### src/rtl/dec_scan_ctrl.sv
// Display scan controller: walks a 3-bit decoder select across eight stored
// digits at a prescaled rate, with an optional enable-low gap between digits.
module dec_scan_ctrl #(
    parameter int unsigned PRESCALE  = 4,
    parameter int unsigned BLANK_CYC = 1
) (
    input  logic       clk,
    input  logic       rst,
    input  logic       run,
    input  logic       wr_en,
    input  logic [2:0] wr_addr,
    input  logic [3:0] wr_data,
    output logic [2:0] sel,
    output logic       sel_en,
    output logic [3:0] digit,
    output logic       frame_done
);

    localparam int unsigned CNT_W = 8;
    localparam int unsigned SEL_W = 3;
    localparam int unsigned DAT_W = 4;
    localparam int unsigned N_DIG = 8;

    localparam logic [CNT_W-1:0] SHOW_LAST  = CNT_W'(PRESCALE - 1);
    localparam logic [CNT_W-1:0] BLANK_LAST = CNT_W'(BLANK_CYC - 1);
    localparam logic [SEL_W-1:0] SEL_MAX    = SEL_W'(N_DIG - 1);
    localparam logic [SEL_W-1:0] SEL_ONE    = SEL_W'(1);
    localparam logic [CNT_W-1:0] CNT_ONE    = CNT_W'(1);
    localparam bit               HAS_BLANK  = (BLANK_CYC != 0);

    localparam logic [1:0] ST_IDLE  = 2'd0;
    localparam logic [1:0] ST_SHOW  = 2'd1;
    localparam logic [1:0] ST_BLANK = 2'd2;

    logic [1:0]       state;
    logic [1:0]       state_nxt;
    logic [CNT_W-1:0] cnt;
    logic [CNT_W-1:0] cnt_nxt;
    logic [SEL_W-1:0] sel_nxt;
    logic             sel_en_nxt;
    logic             frame_done_nxt;

    logic [DAT_W-1:0] mem [N_DIG];

    // Digit storage; cleared by reset, writable in any scan state.
    always_ff @(posedge clk or posedge rst) begin
        if (rst) begin
            for (int i = 0; i < int'(N_DIG); i++) begin
                mem[i] <= '0;
            end
        end else if (wr_en) begin
            mem[wr_addr] <= wr_data;
        end
    end

    // Value shown for the currently selected position.
    assign digit = mem[sel];

    // State, slot counter and registered decoder drive.
    always_ff @(posedge clk or posedge rst) begin
        if (rst) begin
            state      <= ST_IDLE;
            cnt        <= '0;
            sel        <= '0;
            sel_en     <= 1'b0;
            frame_done <= 1'b0;
        end else begin
            state      <= state_nxt;
            cnt        <= cnt_nxt;
            sel        <= sel_nxt;
            sel_en     <= sel_en_nxt;
            frame_done <= frame_done_nxt;
        end
    end

    // Next-state logic; sel only moves while the enable is, or stays, safely
    // gated by the slot boundary so two decoder outputs never overlap.
    always_comb begin
        state_nxt      = state;
        cnt_nxt        = cnt;
        sel_nxt        = sel;
        sel_en_nxt     = sel_en;
        frame_done_nxt = 1'b0;

        case (state)
            ST_IDLE: begin
                sel_en_nxt = 1'b0;
                cnt_nxt    = '0;
                if (run) begin
                    state_nxt  = ST_SHOW;
                    sel_en_nxt = 1'b1;
                end
            end

            ST_SHOW: begin
                if (!run) begin
                    state_nxt  = ST_IDLE;
                    sel_en_nxt = 1'b0;
                    cnt_nxt    = '0;
                end else if (cnt == SHOW_LAST) begin
                    cnt_nxt = '0;
                    if (HAS_BLANK) begin
                        state_nxt  = ST_BLANK;
                        sel_en_nxt = 1'b0;
                    end else begin
                        sel_en_nxt     = 1'b1;
                        sel_nxt        = sel + SEL_ONE;
                        frame_done_nxt = (sel == SEL_MAX);
                    end
                end else begin
                    sel_en_nxt = 1'b1;
                    cnt_nxt    = cnt + CNT_ONE;
                end
            end

            ST_BLANK: begin
                sel_en_nxt = 1'b0;
                if (!run) begin
                    state_nxt = ST_IDLE;
                    cnt_nxt   = '0;
                end else if (cnt == BLANK_LAST) begin
                    state_nxt      = ST_SHOW;
                    sel_en_nxt     = 1'b1;
                    cnt_nxt        = '0;
                    sel_nxt        = sel + SEL_ONE;
                    frame_done_nxt = (sel == SEL_MAX);
                end else begin
                    cnt_nxt = cnt + CNT_ONE;
                end
            end

            default: begin
                state_nxt  = ST_IDLE;
                sel_en_nxt = 1'b0;
                cnt_nxt    = '0;
            end
        endcase
    end

endmodule

### config.mk
export PLATFORM = sky130hd
export DESIGN_NAME = dec_scan_ctrl
export DESIGN_NICKNAME = d
export VERILOG_FILES = /design/src/rtl/dec_scan_ctrl.sv
export SDC_FILE = /design/constraint.sdc
export NUM_CORES = 1
export LEC_CHECK = 0
export ABC_CLOCK_PERIOD_IN_PS = 4770
export CORE_MARGIN = 8
export CORE_UTILIZATION = 61
export DETAILED_ROUTE_END_ITERATION = 6
export PLACE_DENSITY = 0.89
export RECOVER_POWER = 25
export SETUP_SLACK_MARGIN = 0.4
export SLEW_MARGIN = 10
export SYNTH_ARGS = -nofsm -noshare
export SYNTH_HDL_FRONTEND = slang
export SYNTH_SLANG_ARGS = --single-unit
### constraint.sdc
create_clock -name clk -period 4.77 [get_ports clk]
set_clock_uncertainty 0.2 [all_clocks]
set_input_delay 0.954 -clock clk [delete_from_list [all_inputs] [get_ports clk]]
set_output_delay 0.954 -clock clk [all_outputs]
set_load 0.1 [all_outputs]
# Yosys cells after proc, flatten, opt, wreduce, memory -nomap -nowiden

Cells that the tools add are included.

Logic and storage cells: 58
Flip-flop bits (word level): 47
Output and inout port bits: 9
Input port bits: 11

$lt $le $gt $ge: 3
Bitwise gates (word level): 2
Add/subtract/negate cells: 2
Mux-type cells: 26
Equality and inequality tests: 7
Reductions and logical operators: 5

Operator list:

| operator                                                                     | number |
|---|---|
| 32-bit bitwise mux                                                           | 1 |
| 8-bit two-way mux                                                            | 4 |
| 8-bit one-hot mux with 2 select lines                                        | 1 |
| 4-bit binary-select mux with 3-bit select                                    | 1 |
| 4-bit demux with 3-bit select                                                | 1 |
| 4-bit two-way mux                                                            | 3 |
| 2-bit two-way mux                                                            | 5 |
| 8-bit by 1-bit adder with 8-bit output, second input constant                | 1 |
| 8-bit by 2-bit == test with 1-bit output, second input constant              | 1 |
| 4-bit greater-or-equal comparator, second input constant                     | 2 |
| 8-bit logical NOT                                                            | 1 |
| 1-bit two-way mux                                                            | 8 |
| 3-bit inverter with 4-bit output                                             | 2 |
| 3-bit != test, second input constant                                         | 2 |
| 2-bit one-hot mux with 3 select lines                                        | 1 |
| 3-bit AND reduction                                                          | 2 |
| 4-bit by 1-bit less-than comparator with 1-bit output, second input constant | 1 |
| 3-bit by 1-bit adder with 3-bit output, second input constant                | 1 |
| 3-bit == test, second input constant                                         | 1 |
| 1-bit one-hot mux with 3 select lines                                        | 1 |
| 2-bit by 1-bit == test with 1-bit output, second input constant              | 1 |
| 2-bit == test, second input constant                                         | 1 |
| 2-bit logical NOT                                                            | 1 |
| 2-bit != test, second input constant                                         | 1 |
| 1-bit logical AND                                                            | 1 |

# Longest topological paths before layout

Word-level depth: 6
Depth in mapped cells: 6

# Least setup slack after synthesis

OpenSTA, ideal clock, no wires.

Path kind: reg-to-output
From: register sel[0]
To: output port digit[0]
Data arrival time: 2.331 ns
Stages on the path, launching flop included: 4
Buffers on the path: 1
Setup slack: 1.285 ns
Path through: dfrtp_1 > buf_2 > mux4_2 > mux2_2

Word-level cells in the longest chain between the ends: 4

RTL lines:

| element                                                | line | RTL |
|---|---|---|
| from (decl)                                            | 13   | `output logic [2:0] sel,` |
| from (signal assigned)                                 | 70   | `sel <= sel_nxt;` |
| 3-bit inverter with 4-bit output (not written as such) | 57   | `assign digit = mem[sel];` |
| 4-bit binary-select mux with 3-bit select              | 57   |  |
| 4-bit two-way mux (not written as such) (2 in series)  | 57   |  |
| to (decl)                                              | 15   | `output logic [3:0] digit,` |

No other way between the ends. The select of a mux whose other input is x is not followed.

# Worst setup path in the final report

Same ends and word-level chain as after synthesis.

==> flow_summary.yaml <==
run_status:
  status: "finished with violations"
  violations: "max-capacitance violations, max-slew violations"
clock_network:
  cts_resized: 0
  cts_tree: "built"
  cts_buffer_depth: 2
  postCtsHoldBufs: 0
  path_clk_slew_ns: 0.08
  h-tree-depth: 2
  cts_buffers: 5
  cts_root_buffer: "clkbuf_8"
  cts.sinks: 47
  cts_setup_buffers: 0
  clk_latency_ns: 0.30
sta:
  rsz0062_at_grt: "no"
  setup_viol: 0
  post-route-period-util: 0.839
  setup_tns_ns: 0
  slew_violations: 48
  tightest_slew_ns: 2.42
  fmax_ghz: 0.250
  hold_violations: 0
  relSlewSlack: -0.612
  period_needed_ns: 4.00
layout:
  syn_to_final_growth_pct: 15.1
  stdcell_area_mm2: 0.00266
  nNetsFinal: 209
  final_layout_size_suffix_gt1_frac: 0.319
  finalNonFillerCells: 239
  fin_util: 0.727
  n_antenna_cell: 0
drt:
  drt_iter0_drc: 100
  vias: 1463
  routed_wl_um: 4550
  drtPass1Iterations: 4
  postRouteAntennaNets: 0
  wire_per_inst_um: 19.0
  drcViolationCount: 0
  viasPerCell: 6.12
synth:
  synth_top_family_by_area: "multiplexers"
  synth-edff-count: 0
  synthSimpleGateAreaFrac: 0.101
  seq_area_frac_synth: 0.509
  synth_area_leaders: "dfrtp_1 51%, mux2_2 18%, mux4_2 7.8%"
  synthMuxAreaShare: 0.266
  synthFlopType: "dfrtp_1"
  synth-xor-area-share: 0.0265
  synth_top_cell_area_share: 0.509
  synthesis.nets: 184
  ys_ff_latch: 47
  synth_fa_ha_area_frac: 0.0433
  synthArstFlopShare: 1.00
  syn-cell-area_mm2: 0.00231
  synth_compound_area_frac: 0.0374
  synth_area_leader_cell: "dfrtp_1"
  ys_types: 34
  avgSynthCellArea_um2: 14.0
  ys_warn_count: 0
  synthCells: 165
power:
  cellPowerDensity_mw_per_mm2: 629
  ir_worst_vdd_mv: 0.260
  leakage_nw: 1.13
  power_w: 0.00167
die:
  io_pins: 20
  initial_utilization: 0.631
  fp.coreArea_mm2: 0.00366
  die_area_mm2: 0.00601
  rows: 22
  die_width_um: 77.6
  die_h_um: 77.6
critical_path:
  critPathMaxStageDelay_ns: 0.97
  cp_max_fo: 11
  cp.arrival_ns: 2.85
  slowest_stage: "clkdlybuf4s50_1"
  required_ns: 3.62
  path_delay_family: "buffers and inverters"
  crit_buf_inv: 1
  criticalPathCategory: "reg2out"
  critPathLaunchType: "flop"
  crit_chain: "mux4_2, mux2_2, clkdlybuf4s50_1"
  crit_path_end_kind: "output port"
placed_design:
  placed_area_mm2: 0.00256
  dp.final_hpwl_um: 3370
  dp.cells: 231
  io_buffers: 19
  place_congestion: 0.826
grt:
  track_usage: 0.157
  antenna_found_initial: 0
  overflow: 0
  first_global_vias: 1462
  grt_max_degree: 48
  grt_pass1_wl_um: 7470
min_path:
  hold_path.class: "reg2reg"
flow_run:
  cap_violations: 1
==> cells in the final DEF (no fill, tap or decap), types with 2 or more instances in the layout <==
cell	count
mux2_2	36
mux4_2	8
clkbuf_8	7
a31oi_1	2
nand4b_1	3
dlygate4sd3_1	2
inv_1	7
nor2_1	9
xor2_1	6
nor3b_2	2
nand2b_1	2
mux2_4	2
nor3_1	4
ha_1	8
dfrtp_1	47
a22o_1	2
clkdlybuf4s50_1	17
nand3_1	5
and3_1	3
==> worst paths after layout <==
| kind | endpoint | slack [ns] | from | cells after the start |
|---|---|---|---|---|
| setup / recovery | digit[0] | 0.77 | sel[0]$_DFFE_PP0P_ | 3 |
| hold / removal | mem[2]$_DFFE_PP0P_ | 0.31 | mem[2]$_DFFE_PP0P_ | 1 |
| setup reg to reg | sel[1]$_DFFE_PP0P_ | 2.85 | cnt[6]$_DFF_PP0_ | 4 |
| hold reg to reg | mem[2]$_DFFE_PP0P_ | 0.31 | mem[2]$_DFFE_PP0P_ | 1 |
| max in group asynchronous | cnt[7]$_DFF_PP0_ | 1.20 | rst | 3 |
| min in group asynchronous | mem[7]$_DFFE_PP0P_ | 1.80 | rst | 3 |
==> cells in the mapped netlist (all sizes together), types with 2 or more instances <==
library cell	n
nor2	9
dfrtp	47
mux2	38
ha	8
a31oi	2
nor3b	2
nand4b	3
nand2b	2
a22o	2
inv	8
and3	3
xor2	6
nor3	5
mux4	8
nand3	5
==> sequential cells by signal, indices dropped and copies added, names as in the netlist <==
name,cells
mem,32
cnt,8
sel,3
state,2
frame_done,1
sel_en,1
==> power breakdown <==
group	switching (W)	total (W)	leakage, nW	internal [W]
logic	0.000520	0.000828	0.491	0.000308
registers	0.0000997	0.000584	0.585	0.000485
clock network	0.000128	0.000260	0.0505	0.000132
==> per-stage QoR <==
step / hold WS (ns) / setup WS (ns)
2_1_floorplan: 0.274 / 1.29
3_5_place_dp: 0.294 / 1.08
3_3_place_gp: 0.287 / 1.12
5_1_grt: 0.323 / 0.633
6_report: 0.310 / 0.767
4_1_cts: 0.313 / 0.749
==> cell type report <==
cell class / instances / area, um^2
Clock buffer: 7 / 96.3
Inverter: 8 / 30.0
Multi-Input combinational cell: 108 / 1100
Clock inverter: 1 / 7.51
Timing Repair Buffer: 20 / 194
Sequential cell: 47 / 1180
Fill cell: 219 / 1000
Tap cell: 48 / 60.1
==> per-layer routing <==
layer	GRT usage	wire length, um
met1	0.195	1920
met2	0.253	2300
met3	0.0530	262
met4	0.0491	60
met5	0	0
==> logic make-up after synthesis <==
kind of cell               count (synthesis)
AOI/OAI and AO/OA                         11
and+or+nand+nor                           36
adders and majority gates                  8
muxes                                     46
xor gates and xnor gates                   7
DFF                                       47
buffers and inverters                     10
Power figures use the tool's default switching activity.
